## src/rtl/dmem_access_m_if.sv

```systemverilog
// Data-memory bus between the M-stage access unit (master) and memory (slave).
// Request fields are stable for the whole request; completion is a single mem_ack pulse.
interface dmem_access_m_if;
    logic        mem_req;
    logic        mem_we;
    logic [31:0] mem_addr;
    logic [3:0]  mem_be;
    logic [31:0] mem_wdata;
    logic        mem_ack;
    logic [31:0] mem_rdata;

    modport master (
        output mem_req, mem_we, mem_addr, mem_be, mem_wdata,
        input  mem_ack, mem_rdata
    );

    modport slave (
        input  mem_req, mem_we, mem_addr, mem_be, mem_wdata,
        output mem_ack, mem_rdata
    );
endinterface

```

## src/rtl/dmem_access_m.sv

```systemverilog
// M-stage load/store unit: lw/lb/sw/sb over a req/ack bus, with timeout abort (optional DM_MISALIGN_CHECK_EN).
// Latency: ack in the first BUSY cycle gives a 2-cycle stall, with the result valid in the third cycle.
// Backpressure: stall_M holds the pipeline until DONE; no ack within TIMEOUT_CYC cycles ends in bus_err.
module dmem_access_m #(
    parameter int unsigned TIMEOUT_CYC = 255
) (
    input  logic        clk,
    input  logic        reset_n,
    input  logic        memwrite_M,
    input  logic        memtoreg_M,
    input  logic        lb_memtoreg_M,
    input  logic        sb,
    input  logic [31:0] addr_M,
    input  logic [31:0] wdata_M,
    output logic        stall_M,
    output logic [31:0] rdata_M,
    output logic        bus_err,
    output logic        misalign,
    dmem_access_m_if.master mem
);

    typedef enum logic [1:0] {IDLE = 2'd0, BUSY = 2'd1, DONE = 2'd2} state_t;

    localparam logic [7:0] CNT_LAST = 8'(TIMEOUT_CYC - 1);

    state_t      state_q, state_d;
    logic [7:0]  cnt_q, cnt_d;
    logic        req_q, req_d;
    logic        we_q, we_d;
    logic [31:0] addr_q, addr_d;
    logic [3:0]  be_q, be_d;
    logic [31:0] wdata_q, wdata_d;
    logic        ld_q, ld_d;
    logic        lb_q, lb_d;
    logic [1:0]  lane_q, lane_d;
    logic [31:0] rdata_q, rdata_d;
    logic        err_q, err_d;
    logic        mis_q, mis_d;

    logic        op;
    logic        byte_op;
    logic        misal;
    logic [31:0] rd_shift;
    logic [7:0]  rd_byte;

    assign op = memwrite_M | memtoreg_M | lb_memtoreg_M;
    // Stores win over loads; a load with both lw and lb set is treated as lw.
    assign byte_op = memwrite_M ? sb : (lb_memtoreg_M & ~memtoreg_M);

`ifdef DM_MISALIGN_CHECK_EN
    assign misal = ~byte_op & (addr_M[1:0] != 2'b00);
`else
    assign misal = 1'b0;
`endif

    assign rd_shift = mem.mem_rdata >> {lane_q, 3'b000};
    assign rd_byte  = rd_shift[7:0];

    assign stall_M       = op & (state_q != DONE);
    assign rdata_M       = rdata_q;
    assign bus_err       = err_q;
    assign misalign      = mis_q;
    assign mem.mem_req   = req_q;
    assign mem.mem_we    = we_q;
    assign mem.mem_addr  = addr_q;
    assign mem.mem_be    = be_q;
    assign mem.mem_wdata = wdata_q;

    always_comb begin
        state_d = state_q;
        cnt_d   = cnt_q;
        req_d   = req_q;
        we_d    = we_q;
        addr_d  = addr_q;
        be_d    = be_q;
        wdata_d = wdata_q;
        ld_d    = ld_q;
        lb_d    = lb_q;
        lane_d  = lane_q;
        rdata_d = rdata_q;
        err_d   = 1'b0;
        mis_d   = 1'b0;
        case (state_q)
            IDLE: begin
                if (op) begin
                    if (misal) begin
                        state_d = DONE;
                        mis_d   = 1'b1;
                        if (!memwrite_M) rdata_d = '0;
                    end else begin
                        state_d = BUSY;
                        cnt_d   = '0;
                        req_d   = 1'b1;
                        we_d    = memwrite_M;
                        addr_d  = {addr_M[31:2], 2'b00};
                        be_d    = byte_op ? (4'b0001 << addr_M[1:0]) : 4'b1111;
                        wdata_d = !memwrite_M ? '0 : (sb ? {4{wdata_M[7:0]}} : wdata_M);
                        ld_d    = ~memwrite_M;
                        lb_d    = byte_op;
                        lane_d  = addr_M[1:0];
                    end
                end
            end
            BUSY: begin
                // An ack arriving on the timeout cycle still completes normally.
                if (mem.mem_ack) begin
                    state_d = DONE;
                    req_d   = 1'b0;
                    if (ld_q) rdata_d = lb_q ? {{24{rd_byte[7]}}, rd_byte} : mem.mem_rdata;
                end else if (cnt_q == CNT_LAST) begin
                    state_d = DONE;
                    req_d   = 1'b0;
                    err_d   = 1'b1;
                    if (ld_q) rdata_d = '0;
                end else begin
                    cnt_d = cnt_q + 8'd1;
                end
            end
            default: begin
                state_d = IDLE;
            end
        endcase
    end

    always_ff @(posedge clk or negedge reset_n) begin
        if (!reset_n) begin
            state_q <= IDLE;
            cnt_q   <= '0;
            req_q   <= 1'b0;
            we_q    <= 1'b0;
            addr_q  <= '0;
            be_q    <= '0;
            wdata_q <= '0;
            ld_q    <= 1'b0;
            lb_q    <= 1'b0;
            lane_q  <= '0;
            rdata_q <= '0;
            err_q   <= 1'b0;
            mis_q   <= 1'b0;
        end else begin
            state_q <= state_d;
            cnt_q   <= cnt_d;
            req_q   <= req_d;
            we_q    <= we_d;
            addr_q  <= addr_d;
            be_q    <= be_d;
            wdata_q <= wdata_d;
            ld_q    <= ld_d;
            lb_q    <= lb_d;
            lane_q  <= lane_d;
            rdata_q <= rdata_d;
            err_q   <= err_d;
            mis_q   <= mis_d;
        end
    end

endmodule
```

## src/flat_wrapper.sv

```systemverilog
// flat-port wrapper written by rule: the top's interface ports become plain ports
module dmem_access_m_flat 
#(
    parameter int unsigned TIMEOUT_CYC = 255
)
  (clk, reset_n, memwrite_M, memtoreg_M, lb_memtoreg_M, sb, addr_M, wdata_M, stall_M, rdata_M, bus_err, misalign, mem_mem_req, mem_mem_we, mem_mem_addr, mem_mem_be, mem_mem_wdata, mem_mem_ack, mem_mem_rdata);
  dmem_access_m_if mem_i ();
  input  logic clk;
  input  logic reset_n;
  input  logic memwrite_M;
  input  logic memtoreg_M;
  input  logic lb_memtoreg_M;
  input  logic sb;
  input  logic [31:0] addr_M;
  input  logic [31:0] wdata_M;
  output logic stall_M;
  output logic [31:0] rdata_M;
  output logic bus_err;
  output logic misalign;
  output wire logic [$bits(mem_i.mem_req)-1:0] mem_mem_req;
  output wire logic [$bits(mem_i.mem_we)-1:0] mem_mem_we;
  output wire logic [$bits(mem_i.mem_addr)-1:0] mem_mem_addr;
  output wire logic [$bits(mem_i.mem_be)-1:0] mem_mem_be;
  output wire logic [$bits(mem_i.mem_wdata)-1:0] mem_mem_wdata;
  input wire logic [$bits(mem_i.mem_ack)-1:0] mem_mem_ack;
  input wire logic [$bits(mem_i.mem_rdata)-1:0] mem_mem_rdata;
  assign mem_mem_req = mem_i.mem_req;
  assign mem_mem_we = mem_i.mem_we;
  assign mem_mem_addr = mem_i.mem_addr;
  assign mem_mem_be = mem_i.mem_be;
  assign mem_mem_wdata = mem_i.mem_wdata;
  assign mem_i.mem_ack = mem_mem_ack;
  assign mem_i.mem_rdata = mem_mem_rdata;
  dmem_access_m #(.TIMEOUT_CYC(TIMEOUT_CYC)) u_core (.clk(clk), .reset_n(reset_n), .memwrite_M(memwrite_M), .memtoreg_M(memtoreg_M), .lb_memtoreg_M(lb_memtoreg_M), .sb(sb), .addr_M(addr_M), .wdata_M(wdata_M), .stall_M(stall_M), .rdata_M(rdata_M), .bus_err(bus_err), .misalign(misalign), .mem(mem_i));
endmodule
```

## config.mk

```make
export PLATFORM = sky130hd
export DESIGN_NAME = dmem_access_m_flat
export DESIGN_NICKNAME = d
export VERILOG_FILES = /design/src/rtl/dmem_access_m_if.sv /design/src/rtl/dmem_access_m.sv /design/src/flat_wrapper.sv
export SDC_FILE = /design/constraint.sdc
export NUM_CORES = 1
export LEC_CHECK = 0
export CAP_MARGIN = 20
export CORE_ASPECT_RATIO = 1.5
export CORE_UTILIZATION = 39
export CTS_CLUSTER_DIAMETER = 120
export DETAILED_ROUTE_END_ITERATION = 6
export PLACE_DENSITY = 0.89
export SYNTH_ARGS = -nofsm -noshare
export SYNTH_HDL_FRONTEND = slang
export SYNTH_SLANG_ARGS = --single-unit
```

## constraint.sdc

```tcl
create_clock -name clk -period 1.6 [get_ports clk]
set_input_delay 0.24 -clock clk [delete_from_list [all_inputs] [get_ports clk]]
set_output_delay 0.24 -clock clk [all_outputs]
set_load 0.005 [all_outputs]
```

## Word level (Yosys, flattened, before mapping)

Cells that the tools add are included.

- Bits in registers: 115
- Bits of input ports: 103
- Output and inout port bits: 105
- Logic and storage cells: 60

- Add/sub/neg operators: 1
- Equal/unequal tests: 7
- Shifts and indexed selects: 2
- Multiplexer cells: 24
- Bitwise operators: 6
- Reduce and logical (&&, ||, !) cells: 8

Operator list:

| kind | number |
|---|---|
| 2-to-1 mux 32 bit | 7 |
| >> shifter 32 x 5 -> 8 bit | 1 |
| 2-to-1 mux 8 bit | 3 |
| one-hot mux 8 bit (2 select lines) | 1 |
| adder 8 x 1 -> 8 bit (second input constant) | 1 |
| == test 8 bit (second input constant) | 1 |
| 2-to-1 mux 1 bit | 7 |
| 2-to-1 mux 2 bit | 3 |
| != test 2 bit (second input constant) | 3 |
| AND reduction 3 bit | 2 |
| 2-to-1 mux 4 bit | 1 |
| one-hot mux 2 bit (2 select lines) | 1 |
| AND reduction 2 bit | 2 |
| AND reduction 4 bit | 1 |
| nonzero test 2 bit | 2 |
| left shift 1 x 2 -> 4 bit (first input constant) | 1 |
| != test 3 x 2 -> 1 bit (second input constant) | 1 |
| AND 1 bit | 2 |
| == test 2 x 1 -> 1 bit (second input constant) | 1 |
| logical NOT 2 bit | 1 |
| != test 2 x 1 -> 1 bit (second input constant) | 1 |
| inverter 1 bit | 2 |
| OR 1 bit | 2 |
| one-hot mux 1 bit (2 select lines) | 1 |

## Depth between registers and ports, before layout

Gate-level depths: netlist of the first run.

- Depth after elaboration: 4
- Depth in mapped cells: 8
- Depth with buffers taken out: 6

## Worst setup path before layout of the first run

OpenSTA, ideal clock, no wires.

- Path kind: register to register
- Start point: reg u_core.cnt_q[0]
- End point: reg u_core.rdata_q[28], in the netlist u_core.rdata_M[28]
- Setup time: 0.126 ns
- Arrival: 1.562 ns
- Required time: 1.474 ns
- Slack: -0.088 ns
- Cell stages (with the launch flop): 8
- Path buffers: 1
- Period minus slack after synthesis: 1.688 ns
- Path through: dfrtp_1 inv_1 ha_1 nand3_1 nor2_1 o211ai_1 clkbuf_1 a221o_1

- Longest elaborated chain between the ends: 3

Ends and longest elaborated chain:

| item | RTL line | text |
|---|---|---|
| start: declaration | dmem_access_m.sv:27 | `logic [7:0] cnt_q, cnt_d;` |
| start signal: assignment | dmem_access_m.sv:142 | `cnt_q <= cnt_d;` |
| == test 8 bit | dmem_access_m.sv:110 | `end else if (cnt_q == CNT_LAST) begin` |
| nonzero test 2 bit (no source line) | n/a |  |
| AND reduction 3 bit (no source line) | n/a |  |
| end signal: assignment | dmem_access_m.sv:151 | `rdata_q <= rdata_d;` |
| end: declaration | dmem_access_m.sv:36 | `logic [31:0] rdata_q, rdata_d;` |

Every way passes these cells.
A chain may end at the register's enable or synchronous reset.

## Worst setup path in the final report of the first run

- Start point: reg u_core.cnt_q[0]
- End point: reg u_core.rdata_q[27], in the netlist u_core.rdata_M[27]

The elaborated chain is that of the path after synthesis.

==> summary.md, run 1 <==
| Metric | Value |
|---|---|
| Status | `finished, violations left` |
| Failing checks | `negative setup slack` |
| Largest net degree at the start of global routing | `67` |
| I/O pin cnt | `208` |
| Avg Inst Size Synth | `9.60 µm²` |
| Total GRT Usage | `0.236` |
| CP Class | `reg -> reg` |
| Yosys Warn Count | `0` |
| Crit. End Element | `register` |
| Leakage | `3.66 nW` |
| Ys flop type | `dfrtp_1` |
| Drt pass-1 iters | `5` |
| Commonest cells after routing, fill and taps aside | `199 x clkdlybuf4s50_1, 146 x nand2_1, 115 x dfrtp_1` |
| # rows | `50` |
| Layout cells sized above 1 | `0.121` |
| Synthesis-to-layout area growth | `62.3%` |
| H-tree depth | `4` |
| Die X | `95.1 µm` |
| Via density | `5.23` |
| Endpoints failing setup | `24` |
| Largest family of logic cells by synthesized area | `simple AND/OR/NAND/NOR gates` |
| First-pass GRT wire length | `24200 µm` |
| Fmax | `604 MHz` |
| Synth Area in Compound Gates | `0.163` |
| Synth cell types | `34` |
| VDD IR-drop max | `0.757 mV` |
| Initial antenna violation count | `0` |
| Root Buffer | `clkbuf_16` |
| Netlist Area Pre-Place | `5070 µm²` |
| Post-Synth Adder-Cell Area | `0.00494` |
| Number of global-route vias before repair | `4943` |
| Crit path max fanout | `29` |
| #FFs+latches synth | `115` |
| Drt first-iter violations | `222` |
| Unrepaired setup endpoints after global routing | `yes` |
| Initial Util | `0.403` |
| Hold WC Path Type | `in -> async` |
| Seq/Total Area, Yosys | `0.568` |
| Max Transition Viols Final | `0` |
| Worst slack, placed | `-0.339 ns` |
| Post-DRT Antenna Nets | `0` |
| Grt total ovfl | `0` |
| Avg WL per Cell | `16.5 µm` |
| R2r setup slk | `-0.06 ns` |
| Area share of and/or/nand/nor cells after synthesis | `0.208` |
| Placer Congestion | `0.836` |
| Clock latency on the worst-skew pair | `0.40 ns` |
| Post-DP HPWL | `11100 µm` |
| Fin crit share | `1.04` |
| Post-synth ARST share | `1.00` |
| Post-route setup slack | `-0.0565 ns` |
| Post-Route WL | `15400 µm` |
| Clock sinks | `115` |
| Die height | `142 µm` |
| Total CTS buffers | `17` |
| Power density over the cells | `1860 nW/µm²` |
| Inserted Diodes | `0` |
| Xor/xnor cell area share of the yosys netlist | `0` |
| Clk slew on worst S/H paths | `0.05 ns` |
| EDFF count, synth | `0` |
| Final net count | `868` |
| Post-synthesis mux area share | `0.0106` |
| Worst EP arrival | `1.93 ns` |
| TNS Setup | `-0.639 ns` |
| Startpoint types | `register` |
| CTS tree | `done` |
| # DRC | `0` |
| Commonest non-fill, non-tap cell in the layout | `clkdlybuf4s50_1` |
| Fin crit period | `1.66 ns` |
| Max-cap violations | `0` |
| Worst Clk Skew | `0.00887 ns` |
| Mapped Cells | `528` |
| Die ar. | `13500 µm²` |
| Final Hold Viols | `0` |
| Max clock buf depth | `2` |
| DR vias | `4877` |
| Core Area | `12600 µm²` |
| IO Port Bufs | `204` |
| Critical Path RT | `1.87 ns` |
area by class of cell:
cell class	instances	area, µm²
multi-input cells	370	2030
repair buffers	254	2550
fillers	955	4350
inverters	5	18.8
well taps	156	195
clock buffers	23	478
flip-flops and latches	115	2880
clock inverters	9	80.1
critical path, stage by stage (launching register included):
cell and delay (ns):
dfrtp_1 0.37, inv_1 0.06, ha_2 0.18, nand3_2 0.09, nor2_2 0.12, o211ai_1 0.14, buf_12 0.20, a221o_1 0.37
synth_stat cells, types with 2 or more instances:
cell type | number | share of area
nand2_1 | 147 | 0.11
ha_1 | 2 | 0.0049
or3_1 | 3 | 0.0037
nor3_1 | 3 | 0.0030
dfrtp_1 | 115 | 0.57
nand2b_1 | 14 | 0.017
and2_1 | 8 | 0.0099
buf_6 | 4 | 0.0089
buf_2 | 12 | 0.012
nor2_1 | 9 | 0.0067
a31oi_1 | 11 | 0.014
inv_1 | 5 | 0.0037
o211ai_1 | 3 | 0.0044
o21ai_0 | 62 | 0.061
clkbuf_1 | 21 | 0.016
a221o_1 | 25 | 0.049
o21a_1 | 2 | 0.0030
buf_4 | 3 | 0.0044
nor2b_1 | 25 | 0.031
nand3_1 | 21 | 0.021
and3_1 | 3 | 0.0037
mux2i_1 | 2 | 0.0040
a21oi_1 | 11 | 0.011
o2bb2ai_1 | 7 | 0.012
through the flow:
stage / area [µm²] / utilization / total power (W) / cells / hold slack, ns
final: 8230 / 0.654 / 0.0153 / 932 / 0.188
after global routing: 8230 / 0.654 / 0.0162 / 932 / 0.179
after CTS: 8140 / 0.647 / 0.0152 / 926 / 0.173
after detailed placement: 7560 / 0.601 / 0.0116 / 893 / 0.0454
after global placement: 7560 / 0.601 / 0.0114 / 893 / 0.0476
after floorplan: 5090 / - / 0.00752 / 530 / -0.0556
what timing repair did:
item / 4_1_cts / 5_1_grt
gates resized for setup: 3 / 12
endpoints found under the setup margin: 31 / 45
pin swaps: 0 / 6
hold endpoints to repair: 115 / 0
buffers inserted: 0 / 6
hold buffers: 1 / 0
registers in the layout, indices dropped and copies added (netlist names):
signal	cells
u_core.mem.mem_wdata	32
u_core.rdata_M	32
u_core.mem.mem_addr	30
u_core.cnt_q	8
u_core.mem.mem_be	4
u_core.lane_q	2
u_core.state_q	2
u_core.bus_err	1
u_core.lb_q	1
u_core.ld_q	1
u_core.mem.mem_req	1
u_core.mem.mem_we	1
final timing paths:
kind	to	startpoint	cells past startpoint
max in group asynchronous	u_core.mem.mem_addr[29]$_DFFE_PN0P_	reset_n	3
worst min register to register	u_core.mem.mem_addr[12]$_DFFE_PN0P_	u_core.mem.mem_addr[12]$_DFFE_PN0P_	2
min in group clk	u_core.mem.mem_addr[21]$_DFFE_PN0P_	addr_M[21]	3
worst max-delay path	u_core.rdata_M[27]$_DFFE_PN0P_	u_core.cnt_q[0]$_DFFE_PN0P_	7
worst max register to register	u_core.rdata_M[27]$_DFFE_PN0P_	u_core.cnt_q[0]$_DFFE_PN0P_	7
worst min-delay path	u_core.rdata_M[10]$_DFFE_PN0P_	reset_n	2
report_power, final:
part	switching, W	leakage [nW]	internal [W]
Combinational	0.00275	1.94	0.00391
Clock	0.00127	0.265	0.00224
Sequential	0.000850	1.45	0.00425
Total	0.00487	3.66	0.0104
metal layers:
| metal | up-vias | part of all wire | global-route usage | routed length (µm) |
|---|---|---|---|---|
| met5 | - | 0 | 0 | 0 |
| met4 | 0 | 0.048 | 0.144 | 745 |
| met3 | 51 | 0.064 | 0.0643 | 981 |
| met2 | 236 | 0.53 | 0.400 | 8100 |
| met1 | 2318 | 0.36 | 0.256 | 5590 |
| li1 | 2272 | - | - | - |
cell families after synthesis:
group                    count (synthesis)
other                                    1
AO/OA/AOI/OAI                          126
AND/OR/NAND/NOR                        235
buffers and inverters                   45
multiplexers                             4
flip-flops                             115
adder cells (fa/ha/maj)                  2
No activity file was read; power rests on OpenSTA's default activity.
==> inputs of run 2 (changes only) <==
--- a/config.mk
+++ b/config.mk
@@ -7,10 +7,10 @@
 export LEC_CHECK = 0
 export CAP_MARGIN = 20
 export CORE_ASPECT_RATIO = 1.5
-export CORE_UTILIZATION = 39
+export CORE_UTILIZATION = 43
 export CTS_CLUSTER_DIAMETER = 120
 export DETAILED_ROUTE_END_ITERATION = 6
-export PLACE_DENSITY = 0.89
+export PLACE_DENSITY = 0.92
 export SYNTH_ARGS = -nofsm -noshare
 export SYNTH_HDL_FRONTEND = slang
 export SYNTH_SLANG_ARGS = --single-unit
==> constraint.sdc (replaced) <==
create_clock -name clk -period 1.7 [get_ports clk]
set_input_delay 0.255 -clock clk [delete_from_list [all_inputs] [get_ports clk]]
set_output_delay 0.255 -clock clk [all_outputs]
set_load 0.005 [all_outputs]
==> run 2 against run 1 <==
The run still ends with negative setup slack left. Hold slack gained 0.097 ns. Utilization rose by 6.9 points. Combinational power shrank 3.9%. Die area fell by 9.1%. Critical path depth rose by 1. Clock power grew 3%. First-iteration DRC count increased by 32%. Maximum frequency decreased by 9.4%. Via count increased by 4.5%. Critical endpoint is now u_core.rdata_M[17]$_DFFE_PN0P_.
==> summary.md, run 2 (synthesized netlist as in run 1, its figures left out) <==
| Metric | Value |
|---|---|
| Status | `finished, violations left` |
| Failing checks | `negative setup slack` |
| Total GRT Usage | `0.279 (+0.0430)` |
| Crit. End Element | `register` |
| H-tree depth | `4 (unchanged)` |
| Reg-to-reg startpoint | `u_core.cnt_q[0]$_DFFE_PN0P_` |
| Startpoint types | `register` |
| Post-DRT Antenna Nets | `0 (unchanged)` |
| Fin crit share | `1.08 (+0.0404)` |
| Worst EP arrival | `2.10 ns (+0.17 ns)` |
| Layout cells sized above 1 | `0.123 (+0.00176)` |
| Initial antenna violation count | `0 (unchanged)` |
| R2r setup slk | `-0.13 ns (-0.07 ns)` |
| Avg WL per Cell | `19.0 µm (+15%)` |
| Critical path's largest stage delay | `0.38 ns (about the same)` |
| Initial Util | `0.442 (+0.0388)` |
| Power density over the cells | `1800 nW/µm² (-3.3%)` |
| Worst Clk Skew | `0.0151 ns (+0.00619 ns)` |
| Largest net degree at the start of global routing | `75 (+12%)` |
| Die X | `90.6 µm (-4.7%)` |
| Via density | `5.52 (+5.5%)` |
| Commonest non-fill, non-tap cell in the layout | `clkdlybuf4s50_1` |
| CP Class | `reg -> reg` |
| Post-route setup slack | `-0.129 ns (-0.0723 ns)` |
| TNS Setup | `-1.89 ns (-1.25 ns)` |
| Root Buffer | `clkbuf_16` |
| CP Buf/Inv Count | `3 (+1)` |
| Critical Path RT | `1.97 ns (+0.10 ns)` |
| Max Transition Viols Final | `0 (unchanged)` |
| Leakage | `3.66 nW (about the same)` |
| Worst slew margin | `0.631` |
| Endpoints failing setup | `27 (+13%)` |
| Commonest cells after routing, fill and taps aside | `201 x clkdlybuf4s50_1, 147 x nand2_1, 114 x dfrtp_1` |
| Crit path max fanout | `7 (-76%)` |
| Number of global-route vias before repair | `5197 (+5.1%)` |
| Max-cap violations | `0 (unchanged)` |
| VDD IR-drop max | `0.956 mV (+26%)` |
| Cell Chain, Critical Path | `inv_1 > ha_2 > nand3_4 > nor2_4 > o211ai_1 > buf_4 > buf_16 > a221o_1` |
| Final net count | `865 (-0.35%)` |
| Fill count | `742 (-22%)` |
| Inserted Diodes | `0 (unchanged)` |
| Total CTS buffers | `17 (unchanged)` |
| First-pass GRT wire length | `26200 µm (+8.3%)` |
| Clk slew on worst S/H paths | `0.06 ns (about the same)` |
| Die height | `135 µm (-4.7%)` |
| Clock sinks | `115 (unchanged)` |
| DR vias | `5097 (+4.5%)` |
| Max clock buf depth | `2 (unchanged)` |
| I/O pin cnt | `208 (unchanged)` |
| Synthesis-to-layout area growth | `63.6%` |
| CP max stage cell | `dfrtp_1` |
| CTS tree | `done` |
| Post-DP HPWL | `11500 µm (+3.8%)` |
| # DRC | `0 (unchanged)` |
| Placer Congestion | `0.884 (+5.7%)` |
| Hold WC Path Type | `in -> async` |
| Critical path origin | `u_core.cnt_q[0]$_DFFE_PN0P_` |
| Fin crit period | `1.83 ns (+0.172 ns)` |
| Clock latency on the worst-skew pair | `0.41 ns (about the same)` |
| Final Hold Viols | `0 (unchanged)` |
| # rows | `48 (-4.0%)` |
| Largest delay share family, worst path | `compound AO/OA/AOI/OAI gates` |
| IO Port Bufs | `204 (unchanged)` |
| Grt total ovfl | `0 (unchanged)` |
| Minimum hold slack | `0.284 ns (+0.0966 ns)` |
| Die ar. | `12200 µm² (-9.1%)` |
| Core Area | `11500 µm² (-8.8%)` |
| Fmax | `547 MHz (-9.4%)` |
| Post-Route WL | `17600 µm (+14%)` |
| Unrepaired setup endpoints after global routing | `yes` |
| Drt first-iter violations | `292 (+32%)` |
| Slew @ Worst Pin | `0.552 ns` |
| Drt pass-1 iters | `5 (unchanged)` |
-- run 2: power breakdown --
part | leakage [nW] | internal, W | switching (W)
Combinational | 1.93 | 0.00364 | 0.00276
Sequential | 1.45 | 0.00400 | 0.000872
Clock | 0.286 | 0.00234 | 0.00128
-- run 2: final timing paths --
check	cells after the start	end
min in group clk	3	u_core.mem.mem_addr[18]$_DFFE_PN0P_
max reg2reg	8	u_core.rdata_M[17]$_DFFE_PN0P_
max	8	u_core.rdata_M[17]$_DFFE_PN0P_
min reg2reg	2	u_core.mem.mem_addr[3]$_DFFE_PN0P_
max in group asynchronous	3	u_core.lane_q[0]$_DFFE_PN0P_
min	2	u_core.rdata_M[18]$_DFFE_PN0P_
-- run 2: final cells by class --
| type | instances | area [µm²] | area share |
|---|---|---|---|
| clock buffer | 19 | 443 | 0.0534 |
| tap | 150 | 188 | 0.0226 |
| timing repair buffer | 251 | 2550 | 0.307 |
| clock inverter | 13 | 158 | 0.0190 |
| inverter | 5 | 18.8 | 0.00226 |
| sequential | 115 | 2880 | 0.347 |
| multi-input combinational | 370 | 2060 | 0.248 |
-- run 2: layer usage --
layer,up-vias,track usage,part of all wire
met5,-,0,0
met4,0,0.176,0.057
met3,73,0.0687,0.074
met1,2441,0.287,0.35
li1,2269,-,-
met2,314,0.504,0.52
-- run 2: stage by stage --
step / util / total power, W / std cells / cell area (µm²) / worst slack (ns)
after global placement: 0.644 / 0.0103 / 871 / 7380 / -0.346
after CTS: 0.711 / 0.0146 / 914 / 8160 / -0.0347
final: 0.723 / 0.0149 / 923 / 8290 / -0.129
after global routing: 0.723 / 0.0157 / 923 / 8290 / -0.179
after floorplan: - / 0.00706 / 530 / 5070 / 0.0118
after detailed placement: 0.644 / 0.0107 / 871 / 7380 / -0.330
-- run 2: what timing repair did --
| action | 4_1_cts | 5_1_grt |
|---|---|---|
| gates cloned | 3 | 1 |
| pin swaps | 30 | 4 |
| buffers inserted | 7 | 8 |
| setup endpoints to repair | 29 | 70 |
| hold buffers | 1 | 0 |
| hold endpoints to repair | 18 | 0 |
| resized for setup | 12 | 12 |
